--- config.mk ---
export PLATFORM = sky130hd
export DESIGN_NAME = key_voice_allocator_flat
export DESIGN_NICKNAME = d
export VERILOG_FILES = /design/src/rtl/key_voice_allocator_if.sv /design/src/rtl/key_voice_allocator.sv /design/src/flat_wrapper.sv
export SDC_FILE = /design/constraint.sdc
export NUM_CORES = 1
export LEC_CHECK = 0
export ABC_AREA = 1
export BUFFER_PORTS_ARGS = -buffer_cell sky130_fd_sc_hd__buf_2
export CORE_MARGIN = 5
export CORE_UTILIZATION = 60
export CTS_CLUSTER_DIAMETER = 100
export DETAILED_ROUTE_END_ITERATION = 6
export HOLD_SLACK_MARGIN = 0.08
export PLACE_DENSITY_LB_ADDON = 0.05
export SETUP_SLACK_MARGIN = 0.3
export SLEW_MARGIN = 10
export SYNTH_ARGS = -nofsm -noshare
export SYNTH_HDL_FRONTEND = slang
export SYNTH_SLANG_ARGS = --single-unit
--- constraint.sdc ---
create_clock -name i_clk -period 3.8 [get_ports i_clk]
set_clock_uncertainty 0.05 [all_clocks]
set_input_delay 0.57 -clock i_clk [delete_from_list [all_inputs] [get_ports i_clk]]
set_output_delay 0.57 -clock i_clk [all_outputs]
set_load 0.02 [all_outputs]
--- src/rtl/key_voice_allocator_if.sv ---
// key_voice_allocator_if: bundles the held-key bitmap and per-voice outputs of the voice scheduler.
// Latency: none; this is wiring only.
// Backpressure: none; the bitmap is level-sampled and the voice outputs are plain state.
interface key_voice_allocator_if #(
  parameter int NUM_VOICES = 4,
  parameter int KEY_W      = 32
);
  localparam int IDX_W = $clog2(KEY_W);

  logic [KEY_W-1:0]            i_key;
  logic [NUM_VOICES*IDX_W-1:0] o_voice_key;
  logic [NUM_VOICES-1:0]       o_voice_gate;
  logic [NUM_VOICES-1:0]       o_note_on;
  logic                        o_busy;
  logic                        o_drop;

  // Keyboard-decoder side: drives the bitmap, observes the voices.
  modport master (
    output i_key,
    input  o_voice_key, o_voice_gate, o_note_on, o_busy, o_drop
  );

  // Allocator side.
  modport slave (
    input  i_key,
    output o_voice_key, o_voice_gate, o_note_on, o_busy, o_drop
  );
endinterface

--- src/rtl/key_voice_allocator.sv ---
// key_voice_allocator: assigns newly pressed keys to NUM_VOICES voice slots, frees them on release.
// Latency: one key per cycle, scan = KEY_W+1 cycles; change on i_key to note_on <= 2*KEY_W+3 cycles.
// Backpressure: none; i_key changes during a scan wait for the next scan. Build macro VOICE_STEAL_EN.
module key_voice_allocator #(
  parameter int NUM_VOICES = 4,
  parameter int KEY_W      = 32,
  parameter int STAMP_W    = 8
) (
  input  logic                  i_clk,
  input  logic                  i_rst_n,
  key_voice_allocator_if.slave  bus
);
  localparam int IDX_W = $clog2(KEY_W);
  localparam int VID_W = (NUM_VOICES > 1) ? $clog2(NUM_VOICES) : 1;

  typedef logic [IDX_W-1:0]   idx_t;
  typedef logic [VID_W-1:0]   vid_t;
  typedef logic [STAMP_W-1:0] stamp_t;
  typedef enum logic [1:0] {IDLE, SCAN, DONE} state_t;

  state_t                state, state_nxt;
  logic [KEY_W-1:0]      committed;
  logic [KEY_W-1:0]      snap;
  idx_t                  idx;
  idx_t                  voice_key [NUM_VOICES];
  logic [NUM_VOICES-1:0] gate;
  logic [NUM_VOICES-1:0] note_on;
  logic                  drop;

  logic                  press_bit;
  logic                  release_bit;
  logic                  free_found;
  vid_t                  free_v;
  logic [NUM_VOICES-1:0] rel_hit;

`ifdef VOICE_STEAL_EN
  // Age bookkeeping only matters when a busy voice may be stolen.
  stamp_t                stamp [NUM_VOICES];
  stamp_t                stamp_cnt;
  stamp_t                age;
  stamp_t                best_age;
  vid_t                  old_v;
`endif

  // FSM state register.
  always_ff @(posedge i_clk or negedge i_rst_n) begin
    if (!i_rst_n) state <= IDLE;
    else          state <= state_nxt;
  end

  // FSM next state: idle until the bitmap differs from what was acted on, then sweep all keys.
  always_comb begin
    state_nxt = state;
    case (state)
      IDLE:    if (bus.i_key != committed) state_nxt = SCAN;
      SCAN:    if (idx == idx_t'(KEY_W-1)) state_nxt = DONE;
      DONE:    state_nxt = IDLE;
      default: state_nxt = IDLE;
    endcase
  end

  // Current key's event and voice search; the reverse sweep leaves the lowest free voice.
  always_comb begin
    press_bit   = snap[idx] & ~committed[idx];
    release_bit = ~snap[idx] & committed[idx];
    free_found  = 1'b0;
    free_v      = '0;
    rel_hit     = '0;
    for (int v = NUM_VOICES - 1; v >= 0; v--) begin
      if (!gate[v]) begin
        free_found = 1'b1;
        free_v     = vid_t'(v);
      end
      rel_hit[v] = gate[v] && (voice_key[v] == idx);
    end
  end

`ifdef VOICE_STEAL_EN
  // Oldest gated voice: largest wrapped age, strict compare keeps the lowest index on ties.
  always_comb begin
    old_v    = '0;
    best_age = '0;
    age      = '0;
    for (int v = 0; v < NUM_VOICES; v++) begin
      age = stamp_cnt - stamp[v];
      if (v == 0 || age > best_age) begin
        best_age = age;
        old_v    = vid_t'(v);
      end
    end
  end
`endif

  // Scan datapath: snapshot, per-key release/allocate, commit at the end of the sweep.
  always_ff @(posedge i_clk or negedge i_rst_n) begin
    if (!i_rst_n) begin
      committed <= '0;
      snap      <= '0;
      idx       <= '0;
      gate      <= '0;
      note_on   <= '0;
      drop      <= 1'b0;
      for (int v = 0; v < NUM_VOICES; v++) voice_key[v] <= '0;
`ifdef VOICE_STEAL_EN
      stamp_cnt <= '0;
      for (int v = 0; v < NUM_VOICES; v++) stamp[v] <= '0;
`endif
    end else begin
      note_on <= '0;
      drop    <= 1'b0;
      case (state)
        IDLE: begin
          if (bus.i_key != committed) begin
            snap <= bus.i_key;
            idx  <= '0;
          end
        end
        SCAN: begin
          if (release_bit) begin
            gate <= gate & ~rel_hit;
          end else if (press_bit) begin
            if (free_found) begin
              voice_key[free_v] <= idx;
              gate[free_v]      <= 1'b1;
              note_on[free_v]   <= 1'b1;
`ifdef VOICE_STEAL_EN
              stamp[free_v]     <= stamp_cnt;
              stamp_cnt         <= stamp_cnt + 1'b1;
`endif
            end else begin
`ifdef VOICE_STEAL_EN
              // Retrigger the oldest voice on the new key; its gate is already high.
              voice_key[old_v]  <= idx;
              note_on[old_v]    <= 1'b1;
              stamp[old_v]      <= stamp_cnt;
              stamp_cnt         <= stamp_cnt + 1'b1;
`else
              // Discarded press still gets committed, so it stays silent until re-pressed.
              drop              <= 1'b1;
`endif
            end
          end
          idx <= idx + 1'b1;
        end
        DONE: committed <= snap;
        default: ;
      endcase
    end
  end

  for (genvar v = 0; v < NUM_VOICES; v++) begin : g_vkey
    assign bus.o_voice_key[v*IDX_W +: IDX_W] = voice_key[v];
  end

  assign bus.o_voice_gate = gate;
  assign bus.o_note_on    = note_on;
  assign bus.o_drop       = drop;
  assign bus.o_busy       = (state != IDLE);

endmodule

--- src/flat_wrapper.sv ---
// flat-port wrapper written by rule: the top's interface ports become plain ports
module key_voice_allocator_flat 
#(
  parameter int NUM_VOICES = 4,
  parameter int KEY_W      = 32,
  parameter int STAMP_W    = 8
)
  (i_clk, i_rst_n, bus_i_key, bus_o_voice_key, bus_o_voice_gate, bus_o_note_on, bus_o_busy, bus_o_drop);
  key_voice_allocator_if #(.NUM_VOICES(NUM_VOICES), .KEY_W(KEY_W)) bus_i ();
  input  logic i_clk;
  input  logic i_rst_n;
  input wire logic [$bits(bus_i.i_key)-1:0] bus_i_key;
  output wire logic [$bits(bus_i.o_voice_key)-1:0] bus_o_voice_key;
  output wire logic [$bits(bus_i.o_voice_gate)-1:0] bus_o_voice_gate;
  output wire logic [$bits(bus_i.o_note_on)-1:0] bus_o_note_on;
  output wire logic [$bits(bus_i.o_busy)-1:0] bus_o_busy;
  output wire logic [$bits(bus_i.o_drop)-1:0] bus_o_drop;
  assign bus_i.i_key = bus_i_key;
  assign bus_o_voice_key = bus_i.o_voice_key;
  assign bus_o_voice_gate = bus_i.o_voice_gate;
  assign bus_o_note_on = bus_i.o_note_on;
  assign bus_o_busy = bus_i.o_busy;
  assign bus_o_drop = bus_i.o_drop;
  key_voice_allocator #(.NUM_VOICES(NUM_VOICES), .KEY_W(KEY_W), .STAMP_W(STAMP_W)) u_core (.i_clk(i_clk), .i_rst_n(i_rst_n), .bus(bus_i));
endmodule
==> flow_summary.json <==
{
  "clockBufferDepth": 2,
  "dr.pass1.iters": 5,
  "hold_viol": 0,
  "synthDominantCellAreaShare_pct": 47.5,
  "die_w_um": 104,
  "synth_seq_cells": 100,
  "h-tree-depth": 3,
  "worstSetupStartpointType": "register",
  "cts_tree": "yes",
  "cp.required_ps": 4050,
  "syn-num-nets": 667,
  "worst_slack_ps": 1030,
  "synth-seq-area-share_pct": 47.5,
  "grtUsageTotal_pct": 23.4,
  "cp_data_arrival_time_ps": 3020,
  "status": "finished clean",
  "drt-initial-drc-count": 271,
  "worstSkewPairLatency_ps": 360,
  "max-slew-margin-rel_pct": 42.7,
  "start_util_pct": 61.0,
  "vias_per_cell": 5.46,
  "root_buffer": "clkbuf_8",
  "finalSetupTns_ps": 0,
  "setup-violations-final": 0,
  "hold_path_class": "in -> async",
  "slew_violations": 0,
  "area_growth_pct": 9.67,
  "ioPinCount": 64,
  "cts_resized": 0,
  "tightest_slew_ps": 859,
  "endpoint": "u_core.bus.o_voice_gate[3]$_DFFE_PN0P_",
  "cts_sinks": 100,
  "avgRoutedWirePerCell_um": 15.6,
  "die-area_sq_mm": 0.0108,
  "critPathKind": "reg -> reg",
  "syn_area_sq_mm": 0.00527,
  "period_share_pct": 73.0,
  "worstSetupStartpoint": "u_core.idx[1]$_DFFE_PN0P_",
  "period_needed_ps": 2770,
  "worstReg2RegEnd": "u_core.bus.o_voice_gate[3]$_DFFE_PN0P_",
  "fp.coreArea_sq_mm": 0.00864,
  "r2r_start": "u_core.idx[1]$_DFFE_PN0P_",
  "yosysTopAreaCell": "dfrtp_1",
  "synthTopCellsByArea": "dfrtp_1, nand2_1, o21ai_0",
  "grt_max_degree": 70,
  "max_clock_freq_ghz": 0.361,
  "nets": 718,
  "wirelength_um": 12400,
  "n_antenna_cell": 0,
  "grt_pass1_vias": 4174,
  "pre_cts_slack_ps": 1090,
  "clk_pin_slew_ps": 100,
  "synth_warnings": 0,
  "cts_hold_buf": 0,
  "ff2ff_setup_slack_ps": 1030,
  "critPathCaptureType": "register",
  "fillers": 775,
  "place_congestion": 0.886,
  "ant_nets": 0,
  "layout-drive-gt1-share_pct": 19.3,
  "gr-total-overflow": 0,
  "p_per_area_mw_per_mm2": 609,
  "cts_setup_buffers": 0,
  "route.vias.total": 4330,
  "rows": 34,
  "power.leakage_nw": 2.85,
  "antenna_found_initial": 0,
  "numPortBuffers": 63,
  "dpl.hpwl_um": 8580,
  "ir_worst_vdd_mv": 0.309,
  "ys_types": 36,
  "r2r_cells": 16,
  "grt_pass1_wl_um": 21000,
  "drc": 0,
  "syn-instance-count": 629,
  "syn_area_per_cell_sq_um": 8.38,
  "rsz0062_at_grt": "false",
  "drv_cap": 0,
  "cts_made_buffers": 9,
  "die_h_um": 104,
  "cp_max_fo": 17
}
==> synthesized netlist by cell type <==
library cell	n
nand2_1	170
dfrtp_1	100
o21ai_0	64
nor2_1	41
nand3_1	37
xnor2_1	35
inv_1	32
a21oi_1	25
buf_2	16
mux2_2	15
inv_2	13
o21ai_1	11
xor2_1	10
clkbuf_1	7
nand3_2	5
nand4_1	5
o211ai_1	5
o22ai_1	5
ha_1	4
nor2_2	4
buf_4	3
buf_6	3
nor2_4	3
nor3_1	3
nor4_1	2
buf_1	1
buf_8	1
clkinv_1	1
inv_4	1
nand2_2	1
nand2_4	1
nand2_8	1
nor3_2	1
nor3_4	1
o21bai_1	1
o31ai_1	1
==> routing by layer <==
metal	global-route usage (%)	vias up	wire length, um
li1	-	2133	-
met1	34.0	2027	5560
met2	36.0	151	5770
met3	4.04	19	799
met4	7.22	0	229
met5	0	-	0
==> cells by family after synthesis <==
logic type | share of synthesized area, %
muxes | 3.21
DFF | 47.5
buffers and inverters | 6.84
AOI/OAI and AO/OA | 11.1
xor gates and xnor gates | 7.48
adders and majority gates | 0.950
and+or+nand+nor | 22.9
==> cell usage in the layout, fill, tap and decap left out, drive strengths merged <==
cell type	instances
nand2	173
dfrtp	100
o21ai	75
buf	71
nor2	48
inv	47
nand3	42
xnor2	35
a21oi	25
mux2	15
clkbuf	11
xor2	10
o22ai	5
o211ai	5
nand4	5
nor3	5
ha	4
clkinvlp	3
nor4	2
clkinv	2
o21bai	1
o31ai	1
==> critical path, cell delays in order, from the launching register on <==
cell and delay [ps]:
dfrtp_1 380, inv_1 400, o21ai_0 230, o21ai_0 230
nand2_1 70, nand2_1 70, nand2_1 40, nand3_1 70
nand2_1 80, inv_1 60, ha_1 270, nor3_1 100
nor3_2 280, nand2_2 110, o21ai_1 140, o21ai_1 80
inv_1 50
==> per-stage QoR <==
step           util [%]  area, sq um  std cells  total power [mW]  hold WS, ps
2_1_floorplan         -         5270        629              2.50          224
3_3_place_gp       64.9         5600        777              2.87          406
3_5_place_dp       64.9         5600        777              2.91          410
4_1_cts            66.9         5780        793              3.55          294
5_1_grt            66.9         5780        793              3.79          325
6_report           66.9         5780        793              3.52          259
==> worst min path at each step <==
| stage | endpoint | start | cells past startpoint | slack [ps] |
|---|---|---|---|---|
| after global placement | u_core.snap[25]$_DFFE_PN0P_ | u_core.snap[25]$_DFFE_PN0P_ | 2 | 410 |
| after detailed placement | u_core.snap[17]$_DFFE_PN0P_ | u_core.snap[17]$_DFFE_PN0P_ | 2 | 410 |
| after floorplan | u_core.bus.o_drop$_DFF_PN0_ | i_rst_n | 0 | 220 |
| after global routing | u_core.bus.o_voice_key[17]$_DFFE_PN0P_ | i_rst_n | 1 | 320 |
| final | u_core.snap[5]$_DFFE_PN0P_ | i_rst_n | 1 | 260 |
| after CTS | u_core.bus.o_voice_key[17]$_DFFE_PN0P_ | i_rst_n | 1 | 290 |
==> area by class of cell <==
class | instances | area [sq um] | area share (%)
flip-flops and latches | 100 | 2500 | 43.3
multi-input cells | 451 | 2410 | 41.6
repair buffers | 71 | 378 | 6.54
inverters | 47 | 179 | 3.10
clock buffers | 11 | 141 | 2.45
well taps | 108 | 135 | 2.34
clock inverters | 5 | 36.3 | 0.628
==> state kept, by name, summed over array words and instances, names as in the netlist <==
register                 count
u_core.idx                   5
u_core.bus.o_voice_key      20
u_core.bus.o_drop            1
u_core.snap                 32
u_core.committed            32
u_core.state                 2
u_core.bus.o_note_on         4
u_core.bus.o_voice_gate      4
==> power by group <==
| group | internal [mW] | switching [mW] |
|---|---|---|
| Combinational | 0.503 | 0.930 |
| Clock | 0.258 | 0.374 |
| Sequential | 1.26 | 0.197 |
Power figures use the tool's default switching activity.
